<file path="config.mk">
export PLATFORM = sky130hd
export DESIGN_NAME = div_unit_flat
export DESIGN_NICKNAME = d
export VERILOG_FILES = /design/src/rtl/div_unit_pkg.sv /design/src/rtl/div_unit_if.sv /design/src/rtl/div_unit_step.sv /design/src/rtl/div_unit.sv /design/src/flat_wrapper.sv
export SDC_FILE = /design/constraint.sdc
export NUM_CORES = 1
export LEC_CHECK = 0
export BUFFER_PORTS_ARGS = -buffer_cell sky130_fd_sc_hd__buf_4
export CAP_MARGIN = 20
export CELL_PAD_IN_SITES_DETAIL_PLACEMENT = 1
export CELL_PAD_IN_SITES_GLOBAL_PLACEMENT = 1
export CORE_MARGIN = 3
export CORE_UTILIZATION = 48
export DETAILED_ROUTE_END_ITERATION = 10
export GPL_ROUTABILITY_DRIVEN = 0
export PLACE_DENSITY = 0.91
export SLEW_MARGIN = 25
export SYNTH_ARGS = -nofsm -noshare
export SYNTH_HDL_FRONTEND = slang
export SYNTH_SLANG_ARGS = --single-unit
</file>
<file path="constraint.sdc">
create_clock -name clk -period 14.2 [get_ports clk]
set_input_delay 0 -clock clk [delete_from_list [all_inputs] [get_ports clk]]
set_output_delay 0 -clock clk [all_outputs]
set_load 0.02 [all_outputs]
</file>
<file path="src/rtl/div_unit_pkg.sv">
// div_unit_pkg: shared types and constants for the multi-cycle integer divider.
package div_unit_pkg;
  localparam int DIV_DATA_W = 32;
  localparam logic [31:0] DIV_ZERO_QUO = 32'hFFFF_FFFF;
  typedef enum logic [1:0] {DIV_IDLE, DIV_BUSY, DIV_DONE} div_state_t;
endpackage

</file>
<file path="src/rtl/div_unit_if.sv">
// div_unit_if: EX-stage request/result bundle between the pipeline and the divider.
interface div_unit_if import div_unit_pkg::*; #(parameter int DATA_W = DIV_DATA_W) ();
  logic              start_i;
  logic              signed_i;
  logic [DATA_W-1:0] dividend_i;
  logic [DATA_W-1:0] divisor_i;
  logic              cancel_i;
  logic              ok_o;
  logic [DATA_W-1:0] quotient_o;
  logic [DATA_W-1:0] remainder_o;
  logic              busy_o;
  modport slave (
    input  start_i, signed_i, dividend_i, divisor_i, cancel_i,
    output ok_o, quotient_o, remainder_o, busy_o
  );
  modport master (
    output start_i, signed_i, dividend_i, divisor_i, cancel_i,
    input  ok_o, quotient_o, remainder_o, busy_o
  );
endinterface

</file>
<file path="src/rtl/div_unit_step.sv">
// div_unit_step: one restoring-division iteration on {rem, quo}.
module div_unit_step #(parameter int DATA_W = 32) (
  input  logic [DATA_W:0]   rem_i,
  input  logic [DATA_W-1:0] quo_i,
  input  logic [DATA_W-1:0] dvs_i,
  output logic [DATA_W:0]   rem_o,
  output logic [DATA_W-1:0] quo_o
);
  logic [DATA_W:0] sh, trial;
  assign sh    = {rem_i[DATA_W-1:0], quo_i[DATA_W-1]};
  // the extra top bit of trial is the borrow: set means the divisor did not fit
  assign trial = sh - {1'b0, dvs_i};
  assign rem_o = trial[DATA_W] ? sh : trial;
  assign quo_o = {quo_i[DATA_W-2:0], ~trial[DATA_W]};
endmodule

</file>
<file path="src/rtl/div_unit.sv">
// div_unit: radix-2 restoring DIV/DIVU for EX; holds ok_o low while a division is in flight.
module div_unit import div_unit_pkg::*; #(
  parameter int DATA_W = DIV_DATA_W,
  parameter int CNT_W  = $clog2(DATA_W)
) (
  input logic       clk,
  input logic       resetn,
  div_unit_if.slave bus
);
  div_state_t        state_q, state_d;
  logic [CNT_W-1:0]  cnt_q, cnt_d;
  logic [DATA_W:0]   rem_q, rem_d, step_rem;
  logic [DATA_W-1:0] quo_q, quo_d, step_quo;
  logic [DATA_W-1:0] dvs_q, dvs_d;
  logic [DATA_W-1:0] res_quo_q, res_quo_d, res_rem_q, res_rem_d;
  logic              neg_quo_q, neg_quo_d, neg_rem_q, neg_rem_d;
  logic              dd_neg, dv_neg;
  logic [DATA_W-1:0] dd_abs, dv_abs;

  assign dd_neg = bus.signed_i & bus.dividend_i[DATA_W-1];
  assign dv_neg = bus.signed_i & bus.divisor_i[DATA_W-1];
  assign dd_abs = dd_neg ? -bus.dividend_i : bus.dividend_i;
  assign dv_abs = dv_neg ? -bus.divisor_i : bus.divisor_i;

  div_unit_step #(.DATA_W(DATA_W)) u_step (
    .rem_i(rem_q), .quo_i(quo_q), .dvs_i(dvs_q), .rem_o(step_rem), .quo_o(step_quo)
  );

  always_comb begin
    state_d   = state_q;
    cnt_d     = cnt_q;
    rem_d     = rem_q;
    quo_d     = quo_q;
    dvs_d     = dvs_q;
    res_quo_d = res_quo_q;
    res_rem_d = res_rem_q;
    neg_quo_d = neg_quo_q;
    neg_rem_d = neg_rem_q;
    if (bus.cancel_i) begin
      state_d = DIV_IDLE;
      cnt_d   = '0;
    end else begin
      case (state_q)
        DIV_IDLE: if (bus.start_i) begin
          quo_d     = dd_abs;
          dvs_d     = dv_abs;
          rem_d     = '0;
          cnt_d     = '0;
          neg_quo_d = dd_neg ^ dv_neg;
          neg_rem_d = dd_neg;
          if (bus.divisor_i == '0) begin
            state_d   = DIV_DONE;
            res_quo_d = DATA_W'(DIV_ZERO_QUO);
            res_rem_d = bus.dividend_i;
          end else begin
            state_d = DIV_BUSY;
          end
        end
        DIV_BUSY: begin
          rem_d = step_rem;
          quo_d = step_quo;
          cnt_d = cnt_q + 1'b1;
          if (cnt_q == CNT_W'(DATA_W-1)) begin
            state_d   = DIV_DONE;
            res_quo_d = neg_quo_q ? -step_quo : step_quo;
            res_rem_d = neg_rem_q ? -step_rem[DATA_W-1:0] : step_rem[DATA_W-1:0];
          end
        end
        default: state_d = DIV_IDLE;
      endcase
    end
  end

  always_ff @(posedge clk or negedge resetn) begin
    if (!resetn) begin
      state_q   <= DIV_IDLE;
      cnt_q     <= '0;
      rem_q     <= '0;
      quo_q     <= '0;
      dvs_q     <= '0;
      res_quo_q <= '0;
      res_rem_q <= '0;
      neg_quo_q <= 1'b0;
      neg_rem_q <= 1'b0;
    end else begin
      state_q   <= state_d;
      cnt_q     <= cnt_d;
      rem_q     <= rem_d;
      quo_q     <= quo_d;
      dvs_q     <= dvs_d;
      res_quo_q <= res_quo_d;
      res_rem_q <= res_rem_d;
      neg_quo_q <= neg_quo_d;
      neg_rem_q <= neg_rem_d;
    end
  end

  assign bus.ok_o        = bus.cancel_i | (state_q == DIV_IDLE & ~bus.start_i) | (state_q == DIV_DONE);
  assign bus.busy_o      = state_q == DIV_BUSY;
  assign bus.quotient_o  = res_quo_q;
  assign bus.remainder_o = res_rem_q;

  a_start_held: assert property (@(posedge clk) disable iff (!resetn)
    (state_q == DIV_BUSY) |-> (bus.start_i || bus.cancel_i));
endmodule

</file>
<file path="src/flat_wrapper.sv">
// flat-port wrapper written by rule: the top's interface ports become plain ports
module div_unit_flat import div_unit_pkg::*;
#(
  parameter int DATA_W = DIV_DATA_W,
  parameter int CNT_W  = $clog2(DATA_W)
)
  (clk, resetn, bus_start_i, bus_signed_i, bus_dividend_i, bus_divisor_i, bus_cancel_i, bus_ok_o, bus_quotient_o, bus_remainder_o, bus_busy_o);
  div_unit_if #(.DATA_W(DATA_W)) bus_i ();
  input logic clk;
  input logic resetn;
  input wire logic [$bits(bus_i.start_i)-1:0] bus_start_i;
  input wire logic [$bits(bus_i.signed_i)-1:0] bus_signed_i;
  input wire logic [$bits(bus_i.dividend_i)-1:0] bus_dividend_i;
  input wire logic [$bits(bus_i.divisor_i)-1:0] bus_divisor_i;
  input wire logic [$bits(bus_i.cancel_i)-1:0] bus_cancel_i;
  output wire logic [$bits(bus_i.ok_o)-1:0] bus_ok_o;
  output wire logic [$bits(bus_i.quotient_o)-1:0] bus_quotient_o;
  output wire logic [$bits(bus_i.remainder_o)-1:0] bus_remainder_o;
  output wire logic [$bits(bus_i.busy_o)-1:0] bus_busy_o;
  assign bus_i.start_i = bus_start_i;
  assign bus_i.signed_i = bus_signed_i;
  assign bus_i.dividend_i = bus_dividend_i;
  assign bus_i.divisor_i = bus_divisor_i;
  assign bus_i.cancel_i = bus_cancel_i;
  assign bus_ok_o = bus_i.ok_o;
  assign bus_quotient_o = bus_i.quotient_o;
  assign bus_remainder_o = bus_i.remainder_o;
  assign bus_busy_o = bus_i.busy_o;
  div_unit #(.DATA_W(DATA_W), .CNT_W(CNT_W)) u_core (.clk(clk), .resetn(resetn), .bus(bus_i));
endmodule
</file>
==> run summary, run 1 <==
clk sink count - 169
GR met3 Demand/Resource - 0.03893
Die W - 166.8 um
status - finished, final reports clean
Die Span Y - 166.8 um
Post-Syn Instances - 1556
Data arrival, critical path - 6.34 ns
Die ar. - 0.02782 mm2
Layout area overhead - 19.24%
ordered list of cells on the worst path - inv_1 -> ha_1 -> inv_1 -> fa_1 -> a211oi_1 -> o211ai_1 -> a22oi_2 -> a2111oi_4 -> nor3_2 -> nor2_4 -> inv_2 -> nor2_1 -> a21oi_1 -> ha_1 -> nand4_1 -> a2111oi_0 -> a31oi_1 -> or3_1 -> nand2b_1 -> o21ai_1 -> xnor2_1 -> o21ai_1
DR WL/cell - 22.64 um
Post-synth EDFFs - 0
Post-Synthesis Net Count - 1664
crit-path max cell delay - 0.58 ns
multi-input logic area - 0.007569 mm2
clock transition at the registers of the reported paths - 0.08 ns
total CTS buffers - 17
commonest non-fill, non-tap cell in the layout - a21oi_1
YS warnings - 0
Main synth FF type - dfrtp_1
measured slew at the worst slew-check pin - 0.9593 ns
crit path launch type - flip-flop
worst rel slew slack - 0.3605
Root Buffer - clkbuf_16
asr flop ratio synth - 1.000
Slew Viols, Final - 0
sequential area share after synthesis - 0.3408
number of diodes - 0
post-route ant nets - 0
Avg Inst Size Synth - 7.974 um2
Final min period - 6.016 ns
final count of negative-setup-slack endpoints - 0
# Post-CTS Setup Buffers - 0
# nets final - 1809
H-tree Lvls - 4
IO Port Bufs - 134
Distinct cells, synth - 83
Mapped Area - 0.01241 mm2
Ports - 135
routed wire length - 46.28 mm
met2 Usage GRT - 0.5506
Peak Freq - 166.2 MHz
Slowest-stage cell, CP - nor3_2
pwr/cell area - 184.4 mW/mm2
met1 Track Usage GR - 0.4061
CTS tree - built
vias - 12955
Tightest Hold Check Type - in2reg
clock latency on the worst-skew pair - 0.45 ns
Max rail drop VDD - 0.00008412 V
CP endpoint kind - flip-flop
drt via density - 6.338
dpl cells - 1945
initial antenna violation count - 0
RSZ-0062 raised after global routing - no
Placeable Area - 0.02533 mm2
Final HPWL DP - 28.94 mm
final worst path period share - 0.4236
largest net degree at the start of global routing - 100
critical path's top delay family - compound AO/OA/AOI/OAI gates
num rows - 58
Max clock buf depth - 2
Hold Fails Final Rpt - 0
max cap viols - 0
first-pass GRT wire length - 73.08 mm
most frequent cells in the layout - 194 x a21oi_1, 172 x nor2_1, 169 x dfrtp_1
grt ovf - 0
skew final - 0.01755 ns
CP max FO - 39
Sum Neg Setup Slack - 0 ns
Area after DPL - 0.01353 mm2
crit path buf inv count - 3
first-pass iteration count of the detailed router - 5
critical path type - reg2reg
GRT Max-Usage Layer - met2
FF+latch count, synth - 169
Register Area - 0.004229 mm2
# fillers - 3046
Total GRT Usage - 0.3202
total leakage power - 6.333 nW
Initial Utilization - 0.4899
DRC Markers - 0
Iter 0 DRT Violations - 1125
number of global-route vias before repair - 13427
final instance area - 0.01480 mm2
Worst Path Required - 14.52 ns
share of cells above drive strength 1 - 0.1272
fin cells - 2044
[registers in the layout (all words and copies together), names as in the netlist]
signal                  count
u_core.quo_q               32
u_core.dvs_q               32
u_core.bus.quotient_o      32
u_core.rem_q               32
u_core.cnt_q                5
u_core.state_q              2
u_core.neg_quo_q            1
u_core.neg_rem_q            1
u_core.bus.remainder_o     32
[report_power, final]
group          switching [W]  leakage (nW)  internal (W)
sequential          0.000184          2.01      0.000654
clock               0.000229         0.280      0.000251
combinational       0.000896          4.04      0.000513
[worst reg2reg max path: stages, from the launching register on]
cell	delay (ns)
dfrtp_1	0.43
inv_1	0.10
ha_1	0.19
inv_1	0.06
fa_1	0.42
a211oi_1	0.30
o211ai_1	0.18
a22oi_2	0.37
a2111oi_4	0.16
nor3_2	0.58
nor2_4	0.08
inv_2	0.56
nor2_1	0.11
a21oi_1	0.24
ha_1	0.30
nand4_1	0.16
a2111oi_0	0.43
a31oi_1	0.18
or3_1	0.43
nand2b_1	0.20
o21ai_1	0.17
xnor2_1	0.16
o21ai_1	0.09
[layer usage]
layer	vias to the layer above	share of wire	wire length, um
li1	5824	-	-
met1	6387	0.40	18660
met2	576	0.49	22570
met3	168	0.060	2780
met4	0	0.049	2267
met5	-	0	0
[Yosys cell counts (all sizes together), types with 6 or more instances]
library cell  instances  area, um2
a31oi                31      193.9
o211ai                6      50.05
nand3                14      70.07
a211oi               14      105.1
o22ai                 6      37.54
nor3                 39      211.5
xor2                 59      516.8
dfrtp               169       4229
clkbuf               57      214.0
nor2b                 7      43.79
xnor2                65      569.3
and2                 21      131.4
and3                 13      81.33
a22oi                 6      50.05
nor4                 13      87.58
o21ai               144      724.5
o21bai                8      60.06
nand3b                9      67.56
o21a                 14      106.4
o41ai                13      151.4
or3                  31      193.9
a21o                 16      120.1
o2111ai               7      61.31
nor3b                 7      52.55
o31ai                18      145.1
a2111oi               7      111.4
inv                  62      232.7
buf                  28      167.7
nor2                173      656.9
a21oi               196      988.4
nand2               158      593.1
ha                   38      475.5
mux2i                23      230.2
nand4                13      87.58
or4                  10      78.82
or2                   6      37.54
nand2b               15      93.84
[per-stage QoR]
stage / total power, W / setup WS [ns] / utilization / hold slack [ns]
floorplan: 0.001705 / 9.299 / - / -0.2956
global placement: 0.002087 / 8.873 / 0.5342 / 0.1652
detailed placement: 0.002150 / 8.576 / 0.5342 / 0.1766
CTS: 0.002657 / 8.396 / 0.5830 / 0.02837
global route: 0.002895 / 7.942 / 0.5842 / 0.1579
finish: 0.002728 / 8.184 / 0.5842 / 0.1227
[worst paths after layout]
check                                          startpoint  cells past startpoint                          to  slack [ns]
worst max-delay path                     u_core.quo_q[31]                     22  u_core.bus.remainder_o[28]        8.18
worst min-delay path                          bus_start_i                      4             u_core.cnt_q[4]        0.12
worst max register to register           u_core.quo_q[31]                     22  u_core.bus.remainder_o[28]        8.18
worst min register to register  u_core.bus.remainder_o[1]                      2   u_core.bus.remainder_o[1]        0.49
max in group asynchronous                          resetn                      4             u_core.quo_q[1]       12.70
min in group asynchronous                          resetn                      2    u_core.bus.quotient_o[7]        0.26
[layout make-up]
type                            instances  area share
Multi-Input combinational cell       1239      0.5115
Sequential cell                       169      0.2858
Timing Repair Buffer                  211      0.1198
Clock buffer                           18     0.02968
Tap cell                              330     0.02791
Inverter                               63     0.01598
Clock inverter                         14    0.009218
[what timing repair did]
action | CTS | global route
hold buffers | 66 | 0
resized for setup | 0 | 0
hold endpoints to repair | 166 | 0
[logic make-up after synthesis]
family | after synthesis | share of synthesized area
fa+ha+maj | 39 | 0.03993
mux | 28 | 0.02309
flops | 169 | 0.3408
buf+inv | 148 | 0.04981
compound gates | 511 | 0.2526
simple gates | 537 | 0.2062
xor+xnor | 124 | 0.08753
Note: power is estimated with default switching activity, not from simulation.
==> run 2, diff against run 1 <==
- CORE_UTILIZATION: 48 -> 45
- PLACE_DENSITY: 0.91 -> 0.87
- clock period: 14.2 -> 5.9 ns (I/O delays scaled with it)
==> run 2 against run 1 <==
Critical path depth fell by 3. Core utilization fell by 3.3 points. Via count shrank 3.5%. Register-to-register slack lost 7.4 ns. Final area is 0.60% higher. Wire length shrank 9.2%. Sequential power up 140%. Fmax rose by 17%. Clock skew is 0.0055 ns lower. Combinational power rose by 140%. Die area rose by 6.4%. Sequential cell count did not move. Critical endpoint unchanged. Highest routed layer unchanged.
==> run summary, run 2 (synthesized netlist as in run 1, its figures left out) <==
status - finished, final reports clean
final worst path period share - 0.8694
num rows - 60
post-route ant nets - 0
worst rel slew slack - 0.3653
Tightest Hold Check Type - in2reg
Die Span Y - 172.1 um
grt ovf - 0
Iter 0 DRT Violations - 956
RSZ-0062 raised after global routing - no
Data arrival, critical path - 5.43 ns
vias - 12504
Root Buffer - clkbuf_16
critical path type - reg2reg
total CTS buffers - 17
share of cells above drive strength 1 - 0.1287
routed wire length - 42.00 mm
RR Endpoint - u_core.bus.remainder_o[28]
total leakage power - 6.351 nW
Sw Share - 0.4673
first-pass GRT wire length - 68.20 mm
H-tree Lvls - 4
largest net degree at the start of global routing - 97
clock latency on the worst-skew pair - 0.44 ns
worst reg2reg setup slack - 0.77 ns
drt via density - 6.073
crit path launch type - flip-flop
CP max FO - 16
most frequent cells in the layout - 194 x a21oi_1, 172 x nor2_1, 169 x dfrtp_1
first-pass iteration count of the detailed router - 5
# Post-CTS Setup Buffers - 0
CP endpoint kind - flip-flop
Total GRT Usage - 0.2839
Worst Path Required - 6.20 ns
clock transition at the registers of the reported paths - 0.07 ns
worst hold path endpoint - u_core.bus.remainder_o[30]
measured slew at the worst slew-check pin - 0.9520 ns
max cap viols - 0
DR WL/cell - 20.40 um
final count of negative-setup-slack endpoints - 0
# fillers - 3298
Final HPWL DP - 30.06 mm
Hold Path Depth - 3
setup ws final - 0.7708 ns
pwr/cell area - 436.6 mW/mm2
number of global-route vias before repair - 13014
NetSw - 0.003037 W
power share of the sequential group - 0.308
commonest non-fill, non-tap cell in the layout - a21oi_1
WHS - 0.01625 ns
DRC Markers - 0
fin util - 0.5507
Max clock buf depth - 2
HP Start - bus_dividend_i[30]
initial antenna violation count - 0
Final min period - 5.129 ns
skew final - 0.01204 ns
CTS tree - built
Die ar. - 0.02960 mm2
Peak Freq - 195.0 MHz
Clk network pwr share - 0.181
clk sink count - 169
Hold Fails Final Rpt - 0
Placeable Area - 0.02703 mm2
# nets final - 1813
Crit. Startpoint - u_core.rem_q[8]
internal power - 0.003462 W
R2R Path Start - u_core.rem_q[8]
Resized Gates After CTS - 0
IO Port Bufs - 134
part of the power in combinational logic - 0.510
post-place setup slack - 0.8866 ns
Sum Neg Setup Slack - 0 ns
Layout area overhead - 19.96%
Initial Utilization - 0.4591
Die W - 172.1 um
worst reg-to-reg path cell count - 19
Ports - 135
Max rail drop VDD - 0.0002138 V
Slew Viols, Final - 0
## run 2: how the worst max path moves through the flow
| stage | endpoint | cells after the start |
|---|---|---|
| global placement | u_core.bus.remainder_o[28] | 21 |
| detailed placement | u_core.bus.remainder_o[28] | 19 |
| CTS | u_core.bus.remainder_o[28] | 19 |
| finish | u_core.bus.remainder_o[28] | 19 |
| floorplan | u_core.bus.remainder_o[28] | 26 |
| global route | u_core.bus.remainder_o[28] | 19 |
## run 2: final cells by class
type	instances	area [um2]	area share
diodes	1	2.502	0.0001681
clock buffers	18	439.2	0.02951
clock inverters	13	165.2	0.01110
inverters	63	236.5	0.01589
multi-input cells	1239	7575	0.5089
flip-flops and latches	169	4229	0.2841
well taps	341	426.7	0.02867
repair buffers	215	1810	0.1216
## run 2: what timing repair did
item,4_1_cts,5_1_grt
endpoints found under the setup margin,0,0
hold buffers,67,0
endpoints found under the hold margin,119,0
## run 2: layer usage
layer  global-route usage  wire, um  up-vias
met5                    0         0        -
met4              0.09406      1003        0
met3              0.03658      2112       73
met2               0.4995     20980      423
met1               0.3619     17900     6161
li1                     -         -     5847
## run 2: power by group through the flow
stage	clock [W]	sequential (W)	combinational [W]
floorplan	0	0.00209	0.00201
global placement	0	0.00198	0.00306
detailed placement	0	0.00202	0.00319
CTS	0.00119	0.00200	0.00327
global route	0.00124	0.00206	0.00363
finish	0.00118	0.00200	0.00332
## run 2: through the flow
stage | power [W] | instance area (um2) | instances
detailed placement | 0.005209 | 13580 | 1959
global placement | 0.005046 | 13580 | 1959
finish | 0.006498 | 14880 | 2059
floorplan | 0.004105 | 12410 | 1556
global route | 0.006932 | 14880 | 2058
CTS | 0.006463 | 14860 | 2057
## run 2: worst max-delay path, stage by stage, from the launching register on
cell	delay [ns]
dfrtp_1	0.46
ha_1	0.51
nand2_1	0.18
a2111oi_4	0.37
a22oi_2	0.18
a2111oi_4	0.49
o21a_2	0.31
nor2_4	0.07
inv_2	0.22
nor2_1	0.08
a21oi_1	0.21
ha_1	0.28
nand4_1	0.13
a2111oi_0	0.41
a31oi_1	0.15
or3_1	0.40
nand2b_1	0.18
o21ai_1	0.15
xnor2_1	0.14
o21ai_1	0.08
